`config.mk`:
```
export PLATFORM = sky130hd
export DESIGN_NAME = sysid_checker_timer
export DESIGN_NICKNAME = d
export VERILOG_FILES = /design/src/rtl/sysid_checker_pkg.sv /design/src/rtl/sysid_checker_timer.sv
export SDC_FILE = /design/constraint.sdc
export NUM_CORES = 1
export LEC_CHECK = 0
export BUFFER_PORTS_ARGS = -buffer_cell sky130_fd_sc_hd__buf_2
export CAP_MARGIN = 20
export CORE_UTILIZATION = 45
export CTS_BUF_LIST = sky130_fd_sc_hd__clkbuf_2 sky130_fd_sc_hd__clkbuf_4 sky130_fd_sc_hd__clkbuf_8
export CTS_CLUSTER_DIAMETER = 100
export DETAILED_ROUTE_END_ITERATION = 6
export PLACE_DENSITY = 0.67
export SLEW_MARGIN = 20
export SYNTH_ARGS = -nofsm -noshare
export SYNTH_HDL_FRONTEND = slang
export SYNTH_SLANG_ARGS = --single-unit
```
`constraint.sdc`:
```
create_clock -name clock -period 2.3 [get_ports clock]
set_input_delay 0.23 -clock clock [delete_from_list [all_inputs] [get_ports clock]]
set_output_delay 0.23 -clock clock [all_outputs]
set_load 0.05 [all_outputs]
```
`src/rtl/sysid_checker_pkg.sv`:
```
// -----------------------------------------------------------------------------
// sysid_checker_pkg
//
// Purpose : Shared types and constants for the system-ID checker: the FSM
//           state encoding, the Avalon-MM word addresses of the two sysid
//           registers, the width of the per-read cycle counter and small
//           helpers that classify states.
//
// Contents: state_t           - FSM state enum
//           ADDR_ID / ADDR_TS - slave word addresses (ID at 0, timestamp at 1)
//           CNT_W             - width of the per-read timeout counter
//           is_req_state()    - state issues a read command
//           is_wait_state()   - state waits for readdatavalid
//           is_read_state()   - state belongs to a read transaction
//           is_ts_state()     - state belongs to the timestamp read
// -----------------------------------------------------------------------------
package sysid_checker_pkg;

    typedef enum logic [2:0] {
        ST_IDLE       = 3'd0,
        ST_RD_ID_REQ  = 3'd1,
        ST_RD_ID_WAIT = 3'd2,
        ST_RD_TS_REQ  = 3'd3,
        ST_RD_TS_WAIT = 3'd4,
        ST_CHECK      = 3'd5,
        ST_DONE       = 3'd6
    } state_t;

    localparam logic ADDR_ID = 1'b0;
    localparam logic ADDR_TS = 1'b1;

    localparam int CNT_W = 16;

    function automatic logic is_req_state(input state_t s);
        return (s == ST_RD_ID_REQ) || (s == ST_RD_TS_REQ);
    endfunction

    function automatic logic is_wait_state(input state_t s);
        return (s == ST_RD_ID_WAIT) || (s == ST_RD_TS_WAIT);
    endfunction

    function automatic logic is_read_state(input state_t s);
        return is_req_state(s) || is_wait_state(s);
    endfunction

    function automatic logic is_ts_state(input state_t s);
        return (s == ST_RD_TS_REQ) || (s == ST_RD_TS_WAIT);
    endfunction

endpackage

```
`src/rtl/sysid_checker_timer.sv`:
```
// -----------------------------------------------------------------------------
// sysid_checker_timer
//
// Purpose : Per-read cycle counter used to bound each Avalon-MM read
//           transaction. The counter is cleared when the FSM enters a request
//           state and counts every clock the FSM spends in a read state.
//
// Ports   : clock   - rising-edge clock
//           reset   - synchronous active-high reset, counter returns to 0
//           clear   - load 0 on the next edge (has priority over enable)
//           enable  - count this clock
//           limit   - number of clocks allowed for one read (1..65535)
//           expired - high during the clock whose edge brings the counter
//                     to 'limit'; the FSM abandons the read on that edge
// -----------------------------------------------------------------------------
module sysid_checker_timer
    import sysid_checker_pkg::*;
(
    input  logic             clock,
    input  logic             reset,
    input  logic             clear,
    input  logic             enable,
    input  logic [CNT_W-1:0] limit,
    output logic             expired
);

    logic [CNT_W-1:0] r_count;
    logic [CNT_W:0]   w_count_inc;

    // One extra bit so a limit of 65535 still compares correctly when the
    // incremented value would otherwise wrap.
    assign w_count_inc = {1'b0, r_count} + {{CNT_W{1'b0}}, 1'b1};

    // Combinational expiry lets the FSM leave on the same edge the counter
    // reaches the limit, so a read occupies at most 'limit' clocks.
    assign expired = enable && (w_count_inc == {1'b0, limit});

    always_ff @(posedge clock) begin
        if (reset) begin
            r_count <= '0;
        end else if (clear) begin
            r_count <= '0;
        end else if (enable) begin
            r_count <= w_count_inc[CNT_W-1:0];
        end
    end

endmodule

```
# Word level (Yosys, flattened, before mapping)

Cells that the tools add are included.

Flip-flop bits (word level): 16
Bits in latches: 0
Bits in writable memories: 0
ROM bits: 0
Input bits: 20
Logic and storage cells: 5
Memories: 0

$add $sub $neg: 1
Multipliers: 0
Div/mod/pow operators: 0
Magnitude comparators: 0
Equality and inequality tests: 1
Shift-type cells: 0
Mux-type cells: 0
Bitwise logic cells: 0
Reduce and logical (&&, ||, !) cells: 2

Operator list:

| operator                | number |
|---|---|
| $add A16 B1 Y17 const B | 1 |
| $eq A17 B16 Y1          | 1 |
| $reduce_or A2 Y1        | 1 |
| $logic_and A1 B1 Y1     | 1 |

# Longest topological paths before layout

Depth after elaboration: 3
Depth in mapped cells: 7
Depth with buffers taken out: 7

# Worst setup path after synthesis

OpenSTA, ideal clock, no wires.

Path type: register to output
Start point: register r_count[1]
End point: output expired
Arrival: 2167 ps
Data required time: 2070 ps
Path slack: -97 ps
Cell stages (with the launch flop): 8
Buffers on the path: 0
Cells stage by stage: dfxtp_1 -> ha_1 -> nand3_1 -> or4_4 -> o21ai_0 -> a311oi_1 -> nor3_1 -> and4_1

Longest elaborated chain between the ends: 3

Ends and longest elaborated chain:

| what                   | RTL line                  | RTL |
|---|---|---|
| start, declared        | sysid_checker_timer.sv:27 | `logic [CNT_W-1:0] r_count;` |
| start signal, assigned | sysid_checker_timer.sv:44 | `r_count <= w_count_inc[CNT_W-1:0];` |
| $add A16 B1 Y17        | sysid_checker_timer.sv:32 | `assign w_count_inc = {1'b0, r_count} + {{CNT_W{1'b0}}, 1'b1};` |
| $eq A17 B16 Y1         | sysid_checker_timer.sv:36 | `assign expired = enable && (w_count_inc == {1'b0, limit});` |
| $logic_and A1 B1 Y1    | sysid_checker_timer.sv:36 |  |
| end, declared          | sysid_checker_timer.sv:24 | `output logic expired` |

Every way passes these cells.

# Final worst setup path

Start point: register r_count[11]
End point: output expired

Same word-level chain as after synthesis.

==> impl_metrics.env <==
export IMPL_largest_registers="r_count: 16 flops"
export IMPL_area_growth_pct=34.1
export IMPL_finalWirelength_um=3300
export IMPL_worstPathArrival_ns=2.18
export IMPL_period_needed_ns=2.41
export IMPL_r2r_end="r_count[9]"
export IMPL_path_clk_slew_ns=0.11
export IMPL_port_buffers=20
export IMPL_io_pins=21
export IMPL_dp_cells=211
export IMPL_synth_area_mm2=0.00116
export IMPL_ys_seq_area_share_pct=27.5
export IMPL_fillerInstances=229
export IMPL_dieArea_mm2=0.00279
export IMPL_grt_antenna_before_repair=0
export IMPL_grt_max_degree=17
export IMPL_cts_tree="done"
export IMPL_rsz0062_at_grt="true"
export IMPL_synth_edf_count=0
export IMPL_die_h_um=52.9
export IMPL_final_antenna_net_count=0
export IMPL_ys_types=38
export IMPL_worst_pin_slew_ns=0.363
export IMPL_synthCells=151
export IMPL_row_count=18
export IMPL_endpoint_kind="primary output"
export IMPL_fin_skew_ns=0.00575
export IMPL_coreArea_mm2=0.00245
export IMPL_fin_nets=211
export IMPL_async_reset_ff_share_pct=0
export IMPL_regMostFlops="r_count"
export IMPL_max_freq_ghz=0.415
export IMPL_cts_buffers_inserted=3
export IMPL_whs_path_depth=4
export IMPL_antenna_cells=0
export IMPL_cellPowerDensity_mw_per_mm2=354
export IMPL_tns_ns=-0.109
export IMPL_drt_initial_drc_count=20
export IMPL_final_core_util_pct=63.6
export IMPL_hpwlAfterDp_um=2410
export IMPL_vdd_drop_max_uv=298
export IMPL_p_leak_nw=0.583
export IMPL_yosysWarningCount=0
export IMPL_vias=1260
export IMPL_violations="setup timing"
export IMPL_setup_slack_ns=-0.109
export IMPL_clk_latency_ns=0.30
export IMPL_rr_worst_depth=7
export IMPL_hold_viol=0
export IMPL_finalNonFillerCells=219
export IMPL_clock_sinks=16
export IMPL_cts_max_level=1
export IMPL_timing_rr_start="r_count[0]"
export IMPL_path_class="flop to primary output"
export IMPL_routabilityCongestion=0.953
export IMPL_worstPathRequired_ns=2.07
export IMPL_endpoint="expired"
export IMPL_maxCapViolations=0
export IMPL_total_power_mw=0.553
export IMPL_outcome="finished with violations"
export IMPL_grt_usage_pct=25.9
export IMPL_avgSynthCellArea_um2=7.71
export IMPL_grt_pass1_wl_um=5300
export IMPL_grt_remaining_overflow=0
export IMPL_min_path_type="primary input to flop"
export IMPL_startpoint_type="flop"
export IMPL_setup_viol=1
export IMPL_relSlewSlack_pct=75.6
export IMPL_syn_num_nets=172
export IMPL_detail_route_vias_per_cell=5.75
export IMPL_slew_violations=0
export IMPL_avgRoutedWirePerCell_um=15.1
export IMPL_ys_seq_elements=16
export IMPL_grt_pass1_vias=1169
export IMPL_first_pass_iters=4
export IMPL_critPathMaxFanout=6
export IMPL_drc=0
export IMPL_layout_drive_gt1_share_pct=37.6
export IMPL_synth_flop_cell="dfxtp_1"
export IMPL_ff2ff_setup_slack_ns=0.47
export IMPL_largest_reg_flops=16
export IMPL_post_route_period_util_pct=105
export IMPL_crit_start="r_count[11]"
export IMPL_cts_path_max_buffers=2
export IMPL_die_w_um=52.9
export IMPL_start_util_pct=47.4
export IMPL_root_buffer="clkbuf_4"
## power by group
part,total [mW],internal (mW),switching (mW)
clock network,0.197,0.0965,0.101
logic,0.0763,0.0365,0.0397
registers,0.279,0.278,0.00127
total,0.553,0.411,0.142
## worst max-delay path, cell delays in order (launching register included)
cell and delay, ns:
dfxtp_1 0.47, nand2_1 0.17, nor3_2 0.27, a32oi_1 0.16
o32ai_1 0.34, nor3_1 0.11, and4_4 0.21, buf_8 0.14
## worst min path at each step
stage / startpoint / endpoint / slack [ns]
floorplan: r_count[13] / r_count[13] / 0.49
global placement: r_count[13] / r_count[13] / 0.52
detailed placement: r_count[13] / r_count[13] / 0.54
CTS: enable / r_count[0] / 0.36
global route: enable / r_count[1] / 0.39
finish: enable / r_count[2] / 0.38
## area by class of cell
class | count | area (um^2) | area share [%]
multi-input cells | 127 | 883 | 56.6
clock buffers | 4 | 36.3 | 2.33
well taps | 30 | 37.5 | 2.41
repair buffers | 41 | 268 | 17.2
flip-flops and latches | 16 | 332 | 21.3
inverters | 1 | 3.75 | 0.241
## through the flow
stage,area [um^2],hold WS (ns),setup WS (ns)
final,1560,0.381,-0.109
after global routing,1560,0.391,-0.211
after CTS,1520,0.359,-0.0716
after detailed placement,1400,0.539,-0.0364
after global placement,1400,0.519,-0.0401
after floorplan,1170,0.492,0.0517
## layout by cell type (no fill, tap or decap), types with 3 or more instances in the layout
cell type and instances:
buf_4 21, nor2_1 20, buf_2 19, xnor2_1 16
xor2_1 13, nand3_1 10, dfxtp_2 9, nand2_1 7
o21ai_0 7, dfxtp_1 7, nand4_1 6, a21oi_1 6
nor2b_1 4, or3_1 4, clkbuf_4 3
## repair_timing
action / in CTS / in global routing
pin swaps: 4 / 5
endpoints found under the setup margin: 1 / 1
gates resized for setup: 21 / 7
hold buffers: 0 / 0
setup buffers: 3 / 1
## layer usage
| metal | share of wire (%) | vias to the layer above | track usage (%) |
|---|---|---|---|
| met5 | 0 | - | 0 |
| met4 | 2.1 | 0 | 13.6 |
| met3 | 4.4 | 10 | 3.74 |
| met2 | 51 | 44 | 43.0 |
| met1 | 42 | 598 | 32.1 |
| li1 | - | 608 | - |
## logic make-up (layout without fill, tap and decap cells)
group	after synthesis	after routing	synth area share, %
adder cells (fa/ha/maj)	1	1	1.08
AND/OR/NAND/NOR	72	72	32.8
XOR/XNOR	29	29	21.8
AO/OA/AOI/OAI	24	24	13.0
buffers and inverters	8	46	2.90
multiplexers	1	1	0.860
flip-flops	16	16	27.5
## cells in the mapped netlist, drive strengths merged (2+ instances only)
cell type / count / area share (%)
nor2: 21 / 6.8
dfxtp: 16 / 28
xnor2: 16 / 12
xor2: 13 / 9.8
nand3: 12 / 5.6
o21ai: 8 / 3.4
nand2: 7 / 2.3
a21oi: 6 / 2.6
nand4: 6 / 3.2
clkbuf: 5 / 1.7
nor3: 5 / 2.2
nor2b: 4 / 2.2
or3: 4 / 2.2
or2: 3 / 1.6
a32oi: 2 / 1.5
buf: 2 / 0.86
nor3b: 2 / 1.3
Note: power is estimated with default switching activity, not from simulation.
